$ cat src/rtl/pixel_arb_pkg.sv
// Shared types and constants for the display BRAM pixel write arbiter.
package pixel_arb_pkg;

    typedef enum logic [1:0] {
        IDLE  = 2'd0,
        OWN_1 = 2'd1,
        OWN_2 = 2'd2
    } arb_state_t;

    localparam logic [1:0] OWN_NONE = 2'b00;
    localparam logic [1:0] OWN_MD1  = 2'b01;
    localparam logic [1:0] OWN_MD2  = 2'b10;

    // 540 x 540 display frame
    localparam int unsigned FRAME_PIXELS_DEF = 291600;

    function automatic logic [1:0] owner_of(arb_state_t s);
        logic [1:0] o;
        o = OWN_NONE;
        if (s == OWN_1) o = OWN_MD1;
        if (s == OWN_2) o = OWN_MD2;
        return o;
    endfunction

endpackage

$ cat src/rtl/pixel_fifo.sv
// Small per-source pixel FIFO: push/pop, push-while-full-with-pop, synchronous flush.
module pixel_fifo #(
    parameter int unsigned DATA_W     = 8,
    parameter int unsigned FIFO_DEPTH = 4
) (
    input  logic              clk,
    input  logic              rst,
    input  logic              flush_i,
    input  logic              push_i,
    input  logic              pop_i,
    input  logic [DATA_W-1:0] data_i,
    output logic [DATA_W-1:0] head_c,
    output logic              empty_c,
    output logic              full_c
);

    localparam int unsigned PTR_W = $clog2(FIFO_DEPTH);
    localparam int unsigned CNT_W = PTR_W + 1;

    if (FIFO_DEPTH < 2 || (FIFO_DEPTH & (FIFO_DEPTH - 1)) != 0) begin : g_bad_depth
        $error("pixel_fifo: FIFO_DEPTH must be a power of two and at least 2");
    end

    logic [DATA_W-1:0] mem_q [FIFO_DEPTH];
    logic [PTR_W-1:0]  wr_ptr_q, wr_ptr_d;
    logic [PTR_W-1:0]  rd_ptr_q, rd_ptr_d;
    logic [CNT_W-1:0]  cnt_q, cnt_d;
    logic              do_push, do_pop;

    assign empty_c = (cnt_q == '0);
    assign full_c  = (cnt_q == CNT_W'(FIFO_DEPTH));
    assign head_c  = mem_q[rd_ptr_q];

    always_comb begin
        do_push  = push_i && (!full_c || pop_i) && !flush_i;
        do_pop   = pop_i && !empty_c && !flush_i;
        wr_ptr_d = wr_ptr_q;
        rd_ptr_d = rd_ptr_q;
        cnt_d    = cnt_q;
        if (flush_i) begin
            wr_ptr_d = '0;
            rd_ptr_d = '0;
            cnt_d    = '0;
        end else begin
            if (do_push) wr_ptr_d = wr_ptr_q + PTR_W'(1);
            if (do_pop)  rd_ptr_d = rd_ptr_q + PTR_W'(1);
            cnt_d = cnt_q + CNT_W'(do_push) - CNT_W'(do_pop);
        end
    end

    always_ff @(posedge clk or posedge rst) begin
        if (rst) begin
            wr_ptr_q <= '0;
            rd_ptr_q <= '0;
            cnt_q    <= '0;
        end else begin
            wr_ptr_q <= wr_ptr_d;
            rd_ptr_q <= rd_ptr_d;
            cnt_q    <= cnt_d;
        end
    end

    // Storage carries no reset; validity is tracked by cnt_q alone.
    always_ff @(posedge clk) begin
        if (do_push) mem_q[wr_ptr_q] <= data_i;
    end

endmodule

$ cat src/rtl/pixel_wr_arbiter.sv
// Frame-granular arbiter between the mode-1 passthrough and the Sobel core,
// writing one source's frame at a time into display BRAM port A.
module pixel_wr_arbiter
    import pixel_arb_pkg::*;
#(
    parameter int unsigned DATA_W       = 8,
    parameter int unsigned ADDR_W       = 19,
    parameter int unsigned FRAME_PIXELS = FRAME_PIXELS_DEF,
    parameter int unsigned FIFO_DEPTH   = 4
) (
    input  logic              clk,
    input  logic              rst,
    input  logic [DATA_W-1:0] md1_pixel_i,
    input  logic              md1_pixel_en_i,
    input  logic [DATA_W-1:0] md2_pixel_i,
    input  logic              md2_pixel_en_i,
    input  logic              abort_i,
    output logic              ena_o,
    output logic              wea_o,
    output logic [ADDR_W-1:0] addra_o,
    output logic [DATA_W-1:0] d2mema_o,
    output logic [1:0]        owner_o,
    output logic              frame_done_o,
    output logic              md1_ovf_o,
    output logic              md2_ovf_o
);

    localparam longint unsigned ADDR_SPAN = 64'd1 << ADDR_W;
    localparam logic [ADDR_W-1:0] LAST_ADDR = ADDR_W'(FRAME_PIXELS - 1);

    if (FRAME_PIXELS == 0 || 64'(FRAME_PIXELS) > ADDR_SPAN) begin : g_bad_frame
        $error("pixel_wr_arbiter: FRAME_PIXELS must be in 1..2^ADDR_W");
    end

    arb_state_t        state_q, state_d;
    logic [ADDR_W-1:0] cnt_q, cnt_d;
    logic              rr_last_md2_q, rr_last_md2_d;
    logic              ena_q, ena_d;
    logic [ADDR_W-1:0] addr_q, addr_d;
    logic [DATA_W-1:0] data_q, data_d;
    logic [1:0]        owner_q, owner_d;
    logic              done_q, done_d;
    logic              ovf1_q, ovf1_d;
    logic              ovf2_q, ovf2_d;

    logic              pop1, pop2, push1, push2;
    logic              empty1, empty2, full1, full2;
    logic [DATA_W-1:0] head1, head2;

    pixel_fifo #(.DATA_W(DATA_W), .FIFO_DEPTH(FIFO_DEPTH)) u_fifo_md1 (
        .clk     (clk),
        .rst     (rst),
        .flush_i (abort_i),
        .push_i  (push1),
        .pop_i   (pop1),
        .data_i  (md1_pixel_i),
        .head_c  (head1),
        .empty_c (empty1),
        .full_c  (full1)
    );

    pixel_fifo #(.DATA_W(DATA_W), .FIFO_DEPTH(FIFO_DEPTH)) u_fifo_md2 (
        .clk     (clk),
        .rst     (rst),
        .flush_i (abort_i),
        .push_i  (push2),
        .pop_i   (pop2),
        .data_i  (md2_pixel_i),
        .head_c  (head2),
        .empty_c (empty2),
        .full_c  (full2)
    );

    always_comb begin
        state_d       = state_q;
        cnt_d         = cnt_q;
        rr_last_md2_d = rr_last_md2_q;
        ena_d         = 1'b0;
        addr_d        = addr_q;
        data_d        = data_q;
        done_d        = 1'b0;
        pop1          = 1'b0;
        pop2          = 1'b0;

        // In IDLE a tie goes to whichever source did not own the last frame
        case (state_q)
            IDLE: begin
                if (!empty1 && (empty2 || rr_last_md2_q)) pop1 = 1'b1;
                else if (!empty2)                         pop2 = 1'b1;
            end
            OWN_1:   pop1 = !empty1;
            OWN_2:   pop2 = !empty2;
            default: state_d = IDLE;
        endcase

        if (pop1 || pop2) begin
            ena_d  = 1'b1;
            addr_d = cnt_q;
            data_d = pop1 ? head1 : head2;
            if (cnt_q == LAST_ADDR) begin
                cnt_d         = '0;
                done_d        = 1'b1;
                state_d       = IDLE;
                rr_last_md2_d = pop2;
            end else begin
                cnt_d   = cnt_q + ADDR_W'(1);
                state_d = pop1 ? OWN_1 : OWN_2;
            end
        end

        push1  = md1_pixel_en_i && (!full1 || pop1);
        push2  = md2_pixel_en_i && (!full2 || pop2);
        ovf1_d = ovf1_q || (md1_pixel_en_i && full1 && !pop1);
        ovf2_d = ovf2_q || (md2_pixel_en_i && full2 && !pop2);

        // Abort wins over everything except the round-robin history
        if (abort_i) begin
            state_d = IDLE;
            cnt_d   = '0;
            ena_d   = 1'b0;
            done_d  = 1'b0;
            ovf1_d  = 1'b0;
            ovf2_d  = 1'b0;
            pop1    = 1'b0;
            pop2    = 1'b0;
            push1   = 1'b0;
            push2   = 1'b0;
        end

        owner_d = owner_of(state_d);
    end

    always_ff @(posedge clk or posedge rst) begin
        if (rst) begin
            state_q       <= IDLE;
            cnt_q         <= '0;
            rr_last_md2_q <= 1'b1;
            ena_q         <= 1'b0;
            addr_q        <= '0;
            data_q        <= '0;
            owner_q       <= OWN_NONE;
            done_q        <= 1'b0;
            ovf1_q        <= 1'b0;
            ovf2_q        <= 1'b0;
        end else begin
            state_q       <= state_d;
            cnt_q         <= cnt_d;
            rr_last_md2_q <= rr_last_md2_d;
            ena_q         <= ena_d;
            addr_q        <= addr_d;
            data_q        <= data_d;
            owner_q       <= owner_d;
            done_q        <= done_d;
            ovf1_q        <= ovf1_d;
            ovf2_q        <= ovf2_d;
        end
    end

    assign ena_o        = ena_q;
    assign wea_o        = ena_q;
    assign addra_o      = addr_q;
    assign d2mema_o     = data_q;
    assign owner_o      = owner_q;
    assign frame_done_o = done_q;
    assign md1_ovf_o    = ovf1_q;
    assign md2_ovf_o    = ovf2_q;

endmodule
$ cat config.mk
export PLATFORM = sky130hd
export DESIGN_NAME = pixel_wr_arbiter
export DESIGN_NICKNAME = d
export VERILOG_FILES = /design/src/rtl/pixel_arb_pkg.sv /design/src/rtl/pixel_fifo.sv /design/src/rtl/pixel_wr_arbiter.sv
export SDC_FILE = /design/constraint.sdc
export NUM_CORES = 1
export LEC_CHECK = 0
export CORE_MARGIN = 3
export CORE_UTILIZATION = 50
export DETAILED_ROUTE_END_ITERATION = 8
export GPL_ROUTABILITY_DRIVEN = 0
export PLACE_DENSITY = 0.68
export SLEW_MARGIN = 20
export SYNTH_ARGS = -nofsm -noshare
export SYNTH_HDL_FRONTEND = slang
export SYNTH_SLANG_ARGS = --single-unit
$ cat constraint.sdc
create_clock -name clk -period 4.81 [get_ports clk]
set_input_delay 0.481 -clock clk [delete_from_list [all_inputs] [get_ports clk]]
set_output_delay 0.481 -clock clk [all_outputs]
set_load 0.03 [all_outputs]
==> out/qor.csv <==
metric;value;unit
status;complete, no violations;
clockBufferDepth;2;
cts_sinks;133;
synth_cell_types;57;
crit_fanout;6;
fp.dieH;113.9;µm
switching_share;34.06;%
rsz0062_at_grt;false;
ys_seq_area_share;62.72;%
critical-path-top-delay-family;adder cells;
skew;11.02;ps
layout-drive-gt1-share;12.67;%
pwr_density_cell;560.2;mW/mm²
die_area;0.01297;mm²
finalHoldViolCount;0;
hp-class;in -> async;
cts_root_buffer;clkbuf_16;
dp_hpwl;7405;µm
worst_ep_arrival_time;3020;ps
dp.cells;629;
grt_max_degree;44;
combPwrFrac;31.2;%
dr.pass1.iters;4;
vias;3663;
required;5090;ps
tns;0;ps
wire_per_inst;16.69;µm
final_cell_mix;76 x nand2_1, 68 x dfrtp_1, 64 x edfxtp_1;
p_switching;1.341;mW
met1_length;4869;µm
fin_nets;544;
ys_async_sr_fraction;51.88;%
num_io_pins;55;
synth-main-ff-cell;dfrtp_1;
synth_seq_cells;133;
cts-buffers-inserted;17;
yosys_warnings;0;
maxUsedRoutingLayer;met4;
ant_nets;0;
post_cts_resize_count;0;
overflow;0;
drt_wl_total;11030;µm
holdBufCountCts;0;
seqPwrFrac;38.2;%
final_common_cell;nand2_1;
gr-usage-all-layers;18.82;%
drv_slew;0;
max-slew-margin-rel;39.02;%
setup_violations;0;
synthCells;456;
port_buffers;54;
critPathBufInv;2;
period_minus_slack;2735;ps
dr.first_iter.drc_count;204;
grt_pass1_vias;3746;
cap_violations;0;
worstMarginPinSlew;914.7;ps
p_leak;2.794;nW
cp.depth;10;
synth-edff-count;64;
reg2reg_depth;10;
grt_first_pass_wirelength;18500;µm
clkPwrFrac;30.6;%
path_cells;or3_4 -> a311oi_4 -> nor2b_1 -> ha_1 -> inv_1 -> ha_1 -> inv_1 -> fa_1 -> xnor2_1 -> nor2_1;
power.internal;2.595;mW
max_stage_delay;450;ps
final_cells;661;
crit_type;reg -> reg;
crit_slowest_cell;dfrtp_1;
die_w;113.9;µm
synth_fp_nets;492;
end_kind;flip-flop;
ir_drop;449.9;µV
antennaDiodeCount;0;
syn_to_final_growth;20.75;%
cts_tree;yes;
start_util;52.31;%
antenna_found_initial;0;
htree_levels;4;
syn_avg_cell_area;12.76;µm²
path_clk_slew;50;ps
num_rows;38;
fmax;365.7;MHz
critPathLaunchType;flip-flop;
wl_met3;408;µm
dr_wl_met2;5539;µm
syn_area;0.005819;mm²
vias_per_cell;5.542;
cts_setup_buffers;0;
drc;0;
final.period_utilization;56.85;%
coreArea;0.01113;mm²
clk_latency;410;ps
per-stage QoR:
step	setup slack, ps	power, mW	instance area [µm²]	hold WS (ps)	utilization (%)
after floorplan	2263	2.385	5819	475.0	-
after global placement	1992	2.724	6462	450.8	58.09
after detailed placement	1932	2.753	6462	454.3	58.09
after CTS	1900	3.980	7017	441.0	63.07
after global routing	1931	4.181	7027	484.2	63.16
final	2075	3.936	7027	443.1	63.16
per-layer routing:
metal	vias up	GRT usage, %
met1	1813	23.71
met5	-	0
li1	1752	-
met4	0	8.551
met3	15	6.048
met2	83	29.92
layout make-up:
class                   count  area [µm²]
clock buffers              22       444.2
clock inverters            10       110.1
fillers                   857        4099
inverters                  15       56.30
multi-input cells         283        2026
flip-flops and latches    133        3650
well taps                 140       175.2
repair buffers             58       565.5
synthesized netlist by cell type (3+ instances only):
cell,instances,area (µm²)
a21oi_1,17,85.08
a311oi_1,4,35.03
and2_1,8,50.05
and3_1,3,18.77
buf_1,6,22.52
buf_2,6,30.03
clkbuf_1,12,45.04
dfrtp_1,68,1702
edfxtp_1,64,1922
ha_1,13,162.7
inv_1,15,56.30
mux2i_1,9,90.09
mux4_2,16,360.4
nand2_1,76,285.3
nand2b_1,6,37.54
nand3_1,10,50.05
nand4_1,7,43.79
nor2_1,30,112.6
nor2b_1,3,18.77
nor3_1,3,15.01
nor4_1,3,18.77
o21ai_0,19,95.09
or3_1,3,18.77
or4_1,6,45.04
xnor2_1,7,61.31
xor2_1,5,43.79
state kept, by name, summed over array words and instances, names as in the netlist, 3 cells and up:
| register | count |
|---|---|
| addra_o | 19 |
| u_fifo_md1.cnt_q | 3 |
| cnt_q | 19 |
| u_fifo_md1.mem_q | 32 |
| d2mema_o | 8 |
| u_fifo_md2.cnt_q | 3 |
| u_fifo_md2.mem_q | 32 |
kinds of logic (layout without fill, tap and decap cells):
group / count (synthesis) / in the layout / synth area share [%]
AO/OA/AOI/OAI: 58 / 58 / 6.493
XOR/XNOR: 12 / 12 / 1.806
adder cells (fa/ha/maj): 15 / 15 / 3.483
buffers and inverters: 40 / 105 / 2.774
flip-flops: 133 / 133 / 62.72
multiplexers: 26 / 26 / 7.934
AND/OR/NAND/NOR: 172 / 172 / 14.79
final timing paths:
path                                           from             endpoint  slack, ps
worst max-delay path            u_fifo_md1.cnt_q[1]  u_fifo_md2.cnt_q[2]       2080
worst min-delay path                            rst             cnt_q[2]        440
worst max register to register  u_fifo_md1.cnt_q[1]  u_fifo_md2.cnt_q[2]       2080
worst min register to register           addra_o[5]           addra_o[5]        460
max in group asynchronous                       rst            cnt_q[13]       3400
min in group clk                         addra_o[5]           addra_o[5]        460
power groups by stage:
stage	registers (mW)	logic (mW)	clock network (mW)
after detailed placement	1.52	1.23	0
after floorplan	1.55	0.833	0
after global routing	1.53	1.36	1.29
after global placement	1.52	1.20	0
final	1.50	1.23	1.20
after CTS	1.51	1.24	1.24
Power figures use the tool's default switching activity.
